==> src/rtl/alu_result_queue.sv <==
// ALU result queue: first-word-fall-through FIFO that carries a signed result,
// its zero/negative flags and a destination tag. It has a synchronous flush
// and a sticky overflow flag.
module alu_result_queue #(
    parameter int DATA_WIDTH = 32,
    parameter int DEPTH      = 4,
    parameter int TAG_W      = 5
) (
    input  logic                       clk,
    input  logic                       rst_n,
    input  logic                       in_valid,
    output logic                       in_ready,
    input  logic [DATA_WIDTH-1:0]      in_result,
    input  logic                       in_zero,
    input  logic                       in_neg,
    input  logic [TAG_W-1:0]           in_tag,
    input  logic                       flush,
    output logic                       out_valid,
    input  logic                       out_ready,
    output logic [DATA_WIDTH-1:0]      out_result,
    output logic                       out_zero,
    output logic                       out_neg,
    output logic [TAG_W-1:0]           out_tag,
    output logic [$clog2(DEPTH):0]     count,
    output logic                       overflow_err
);

    localparam int AW = $clog2(DEPTH);
    localparam int CW = AW + 1;
    localparam int EW = DATA_WIDTH + 2 + TAG_W;
    localparam logic [CW-1:0] FULL_CNT = CW'(DEPTH);

    logic [EW-1:0] mem_q [DEPTH];
    logic [AW-1:0] wr_ptr_q, wr_ptr_d;
    logic [AW-1:0] rd_ptr_q, rd_ptr_d;
    logic [CW-1:0] count_q, count_d;
    logic          ovf_q, ovf_d;
    logic          push, pop;
    logic [EW-1:0] head;

    assign in_ready  = (count_q != FULL_CNT);
    assign out_valid = (count_q != '0);
    assign push      = in_valid && in_ready && !flush;
    assign pop       = out_valid && out_ready && !flush;

    // Next-state for pointers, occupancy and the sticky overflow flag
    always_comb begin
        wr_ptr_d = wr_ptr_q;
        rd_ptr_d = rd_ptr_q;
        count_d  = count_q;
        ovf_d    = ovf_q;
        if (in_valid && !in_ready && !flush) begin
            ovf_d = 1'b1;
        end
        if (flush) begin
            wr_ptr_d = '0;
            rd_ptr_d = '0;
            count_d  = '0;
        end else begin
            if (push) begin
                wr_ptr_d = wr_ptr_q + AW'(1);
            end
            if (pop) begin
                rd_ptr_d = rd_ptr_q + AW'(1);
            end
            if (push && !pop) begin
                count_d = count_q + CW'(1);
            end else if (pop && !push) begin
                count_d = count_q - CW'(1);
            end
        end
    end

    // Control state register with synchronous active-low reset
    always_ff @(posedge clk) begin
        if (!rst_n) begin
            wr_ptr_q <= '0;
            rd_ptr_q <= '0;
            count_q  <= '0;
            ovf_q    <= 1'b0;
        end else begin
            wr_ptr_q <= wr_ptr_d;
            rd_ptr_q <= rd_ptr_d;
            count_q  <= count_d;
            ovf_q    <= ovf_d;
        end
    end

    // Storage write; contents need no reset because occupancy gates visibility
    always_ff @(posedge clk) begin
        if (rst_n && push) begin
            mem_q[wr_ptr_q] <= {in_result, in_zero, in_neg, in_tag};
        end
    end

    // Head entry presentation, forced to zero while the queue is empty
    always_comb begin
        head = out_valid ? mem_q[rd_ptr_q] : '0;
        {out_result, out_zero, out_neg, out_tag} = head;
    end

    assign count        = count_q;
    assign overflow_err = ovf_q;

endmodule

==> config.mk <==
export PLATFORM = sky130hd
export DESIGN_NAME = alu_result_queue
export DESIGN_NICKNAME = d
export VERILOG_FILES = /design/src/rtl/alu_result_queue.sv
export SDC_FILE = /design/constraint.sdc
export NUM_CORES = 1
export LEC_CHECK = 0
export ABC_AREA = 1
export ABC_CLOCK_PERIOD_IN_PS = 5600
export CORE_MARGIN = 2
export CORE_UTILIZATION = 55
export DETAILED_ROUTE_END_ITERATION = 8
export GPL_TIMING_DRIVEN = 0
export HOLD_SLACK_MARGIN = 0.02
export PLACE_DENSITY = 0.9
export SLEW_MARGIN = 20
export SYNTH_ARGS = -nofsm -noshare
export SYNTH_HDL_FRONTEND = slang
export SYNTH_SLANG_ARGS = --single-unit
==> constraint.sdc <==
create_clock -name clk -period 5.6 [get_ports clk]
set_input_delay 0.84 -clock clk [delete_from_list [all_inputs] [get_ports clk]]
set_output_delay 0.84 -clock clk [all_outputs]
set_load 0.02 [all_outputs]
==> out/qor.log <==
qor: status.result_of_the_run completed
qor: clock_tree.cts_tree built
qor: clock_tree.post_cts_hold_buffer_count 0
qor: sta.grt_setup_unrepaired no
qor: power_and_ir_drop.power.switching 0.000582 W
qor: power_and_ir_drop.power_switching_share 0.213
qor: route.via_count 4,605
qor: power_and_ir_drop.cell_internal_pwr 0.00216 W
qor: route.remaining_drc_errors 0
qor: finish.area_growth 28.4%
qor: placed_design.place_congestion 0.759
qor: sta.clock_skew 0.00903 ns
qor: global_routing.grt_first_pass_wirelength 23,900 µm
qor: synthesis.synth_enable_flop_cells 156
qor: synthesis.ys.warnings.count 0
qor: finish.antenna_cell_count 0
qor: floorplanning.io_pins 89
qor: critical_path.arrival_time_of_the_worst_setup_path 2.49 ns
qor: route.drt_iter0_drc 572
qor: clock_tree.ctsHtreeMaxLevel 4
qor: power_and_ir_drop.maximum_ir_drop_on_the_vdd_rail 0.000168 V
qor: global_routing.grt_start_max_net_pins 23
qor: route.detail_route.wl_per_cell 18.9 µm
qor: finish.n_fill_cell 705
qor: floorplanning.dieWidth 113 µm
qor: sta.fmaxAchievable 0.300 GHz
qor: route.routed_via_density 5.69
qor: finish.layout.nets 703
qor: placed_design.port_buffer_count 88
qor: synthesis.async_reset_ff_frac 0
qor: critical_path.critPathCaptureType primary output
qor: sta.finalHoldViolations 0
qor: floorplanning.area_inside_the_core_boundary 11,500 µm²
qor: synthesis.syn-instance-count 539
qor: critical_path.worst_setup_path_start_kind flip-flop
qor: route.postRouteAntennaNets 0
qor: critical_path.critPathRequiredTime 4.76 ns
qor: finish.fraction_of_layout_instances_using_a_drive_strength_above_1 0.0931
qor: synthesis.synth_top_cell_area_share 0.713
qor: finish.layoutNonFillerInstCount 809
qor: global_routing.grt_usage 0.248
qor: worst_hold_path.holdCritPathClass flip-flop to flip-flop
qor: sta.setup_violations 0
qor: power_and_ir_drop.seq_power_share 0.502
qor: power_and_ir_drop.total_power 0.00274 W
qor: clock_tree.numCtsBuffers 17
qor: sta.period_minus_slack 3.33 ns
qor: synthesis.postSynthNetCount 589
qor: synthesis.netlist_top_cells_count sky130_fd_sc_hd__nor2_1, sky130_fd_sc_hd__edfxtp_1, sky130_fd_sc_hd__o21ai_0
qor: critical_path.crit_slowest_cell sky130_fd_sc_hd__clkdlybuf4s50_1
qor: placed_design.detailedPlacementHpwl 9610 µm
qor: synthesis.yosys.area.top_type sky130_fd_sc_hd__edfxtp_1
qor: critical_path.crit_path_cell_trace buf_4 -> inv_4 -> clkbuf_1 -> o21ai_0 -> a21oi_1 -> clkdlybuf4s50_1
qor: finish.sequential_cell_area 4880 µm²
qor: sta.finalSetupTns 0 ns
qor: global_routing.number_of_antenna_violations_at_the_first_check_in_global_routing 0
qor: clock_tree.tritoncts_num_sinks 166
qor: clock_tree.cts_resized 0
qor: clock_tree.cts-root-to-sink-buffers 2
qor: sta.final_min_period_over_clock_period 0.595
qor: synthesis.synth_top_cells_by_area sky130_fd_sc_hd__edfxtp_1, sky130_fd_sc_hd__nor2_1, sky130_fd_sc_hd__o21ai_0
qor: floorplanning.num_rows 39
qor: power_and_ir_drop.power.share.combinational 0.075
qor: synthesis.syn_avg_cell_area 12.2 µm²
qor: critical_path.cpLargestDelayFamily buffers and inverters
qor: placed_design.dp_cells 777
qor: critical_path.worstPathBufferInverterCount 4
qor: floorplanning.die_span_in_y 113 µm
qor: floorplanning.initial_core_util 0.570
qor: global_routing.gr-total-overflow 0
qor: synthesis.synth.yosys.seq_area_share 0.744
qor: synthesis.synthMostInstantiatedCell sky130_fd_sc_hd__nor2_1
qor: synthesis.synth.lib_cells_used.distinct 21
qor: critical_path.cpPeakStageDelay 0.66 ns
qor: clock_tree.clk_transition_reported_paths 0.07 ns
qor: critical_path.setup.worst_path.class flip-flop to primary output
qor: sta.timing.final.max_slew_violations 0
qor: power_and_ir_drop.p_per_area 325 nW/µm²
qor: global_routing.first_global_vias 4,715
qor: floorplanning.die_area 12,800 µm²
qor: power_and_ir_drop.power.clock.fraction 0.423
qor: sta.worst-slew-pin-transition 0.629 ns
qor: placed_design.placement.setup.worst_slack 2.35 ns
qor: clock_tree.clockRootBuffer sky130_fd_sc_hd__clkbuf_16
qor: sta.final.setup.worst_slack 2.27 ns
qor: finish.area_taken_by_multi_input_logic_gates 1480 µm²
qor: clock_tree.clkLatencyLatePin 0.43 ns
qor: route.finalWirelength 15,300 µm
qor: power_and_ir_drop.p_leak 2.91 nW
qor: clock_tree.postCtsSetupRepairBufs 0
qor: synthesis.ys_ff_latch 166
qor: synthesis.synth_top_flop_cell sky130_fd_sc_hd__edfxtp_1
qor: critical_path.timing.critical_path.fanout_max 10
qor: route.detail_route.first_pass.iterations 7
qor: sta.final.hold.worst_slack 0.490 ns
qor: sta.relSlewSlack 0.580
qor: synthesis.post_synth_instance_area 6570 µm²
qor: job.max_cap_viol_count 0
==> tightest hold or removal path, stage by stage (launching register included) <==
cell	delay (ns)
sky130_fd_sc_hd__dfxtp_1	0.33
sky130_fd_sc_hd__a21oi_1	0.04
sky130_fd_sc_hd__nor2_1	0.08
==> placed cells by master, fill, tap and decap left out <==
cell type	Yosys	layout
sky130_fd_sc_hd__nand3b_1	1	1
sky130_fd_sc_hd__nand3_1	5	5
sky130_fd_sc_hd__clkbuf_1	11	13
sky130_fd_sc_hd__buf_4	5	5
sky130_fd_sc_hd__clkdlybuf4s50_1	0	88
sky130_fd_sc_hd__dfxtp_1	10	10
sky130_fd_sc_hd__nor3_1	1	1
sky130_fd_sc_hd__nand2_2	1	1
sky130_fd_sc_hd__nor2_1	170	166
sky130_fd_sc_hd__ha_1	5	5
sky130_fd_sc_hd__clkinv_1	0	1
sky130_fd_sc_hd__buf_16	0	6
sky130_fd_sc_hd__bufinv_16	0	3
sky130_fd_sc_hd__fa_1	1	1
sky130_fd_sc_hd__o21ai_0	57	57
sky130_fd_sc_hd__inv_4	1	1
sky130_fd_sc_hd__buf_12	0	1
sky130_fd_sc_hd__xor2_1	1	1
sky130_fd_sc_hd__buf_6	2	2
sky130_fd_sc_hd__inv_2	2	2
sky130_fd_sc_hd__nand2_1	15	15
sky130_fd_sc_hd__clkinv_2	0	3
sky130_fd_sc_hd__clkinvlp_4	0	2
sky130_fd_sc_hd__clkbuf_16	0	17
sky130_fd_sc_hd__nor2_4	0	4
sky130_fd_sc_hd__o21ai_1	21	21
sky130_fd_sc_hd__edfxtp_1	156	156
sky130_fd_sc_hd__inv_1	17	17
sky130_fd_sc_hd__a21oi_1	46	46
sky130_fd_sc_hd__buf_2	11	11
sky130_fd_sc_hd__clkinv_4	0	4
==> cell type report <==
type                    instances  area share
flip-flops and latches        166       0.579
inverters                      20     0.00920
clock buffers                  19      0.0513
clock inverters                13      0.0188
repair buffers                 95       0.126
multi-input cells             324       0.175
well taps                     143      0.0212
plain buffers                  29      0.0185
==> sequential cells by signal, summed over array words and instances, names as in the netlist, named ones only <==
| signal | cells |
|---|---|
| count | 3 |
| mem_q | 156 |
| overflow_err | 1 |
| rd_ptr_q | 2 |
| wr_ptr_q | 2 |
==> cell families after synthesis <==
| group | after synthesis | share of synthesized area |
|---|---|---|
| fa+ha+maj | 6 | 0.0126 |
| xor+xnor | 1 | 0.00133 |
| flops | 166 | 0.744 |
| buf+inv | 49 | 0.0356 |
| compound gates | 124 | 0.0945 |
| simple gates | 193 | 0.112 |
==> per-stage QoR <==
| stage | area (µm²) | utilization |
|---|---|---|
| after floorplan | 6570 | - |
| after global placement | 7630 | 0.662 |
| after detailed placement | 7840 | 0.681 |
| after CTS | 8440 | 0.733 |
| after global routing | 8440 | 0.733 |
| final | 8440 | 0.733 |
==> final timing paths <==
| kind | depth (start not counted) | slack [ns] | startpoint | end |
|---|---|---|---|---|
| worst min-delay path | 2 | 0.49 | overflow_err$_SDFFE_PN0P_ | overflow_err$_SDFFE_PN0P_ |
| worst max register to register | 6 | 3.25 | count[0]$_SDFFE_PP0P_ | mem_q[3][14]$_DFFE_PP_ |
| worst max-delay path | 6 | 2.27 | flip-flop | out_result[0] |
| worst min register to register | 2 | 0.49 | overflow_err$_SDFFE_PN0P_ | overflow_err$_SDFFE_PN0P_ |
==> routing by layer <==
layer / routed length (µm) / part of all wire / track usage / vias up
li1: - / - / - / 2109
met1: 5900 / 0.39 / 0.309 / 2226
met2: 7830 / 0.51 / 0.418 / 239
met3: 1240 / 0.081 / 0.0670 / 31
met4: 287 / 0.019 / 0.0959 / 0
met5: 0 / 0 / 0 / -
==> power groups by stage <==
| stage | clock [W] | combinational [W] | sequential [W] |
|---|---|---|---|
| floorplan | 0 | 0.0000867 | 0.00140 |
| global placement | 0 | 0.000191 | 0.00140 |
| detailed placement | 0 | 0.000203 | 0.00140 |
| CTS | 0.00116 | 0.000204 | 0.00138 |
| global route | 0.00122 | 0.000218 | 0.00138 |
| finish | 0.00116 | 0.000204 | 0.00138 |
(Power assumes the default switching activity.)
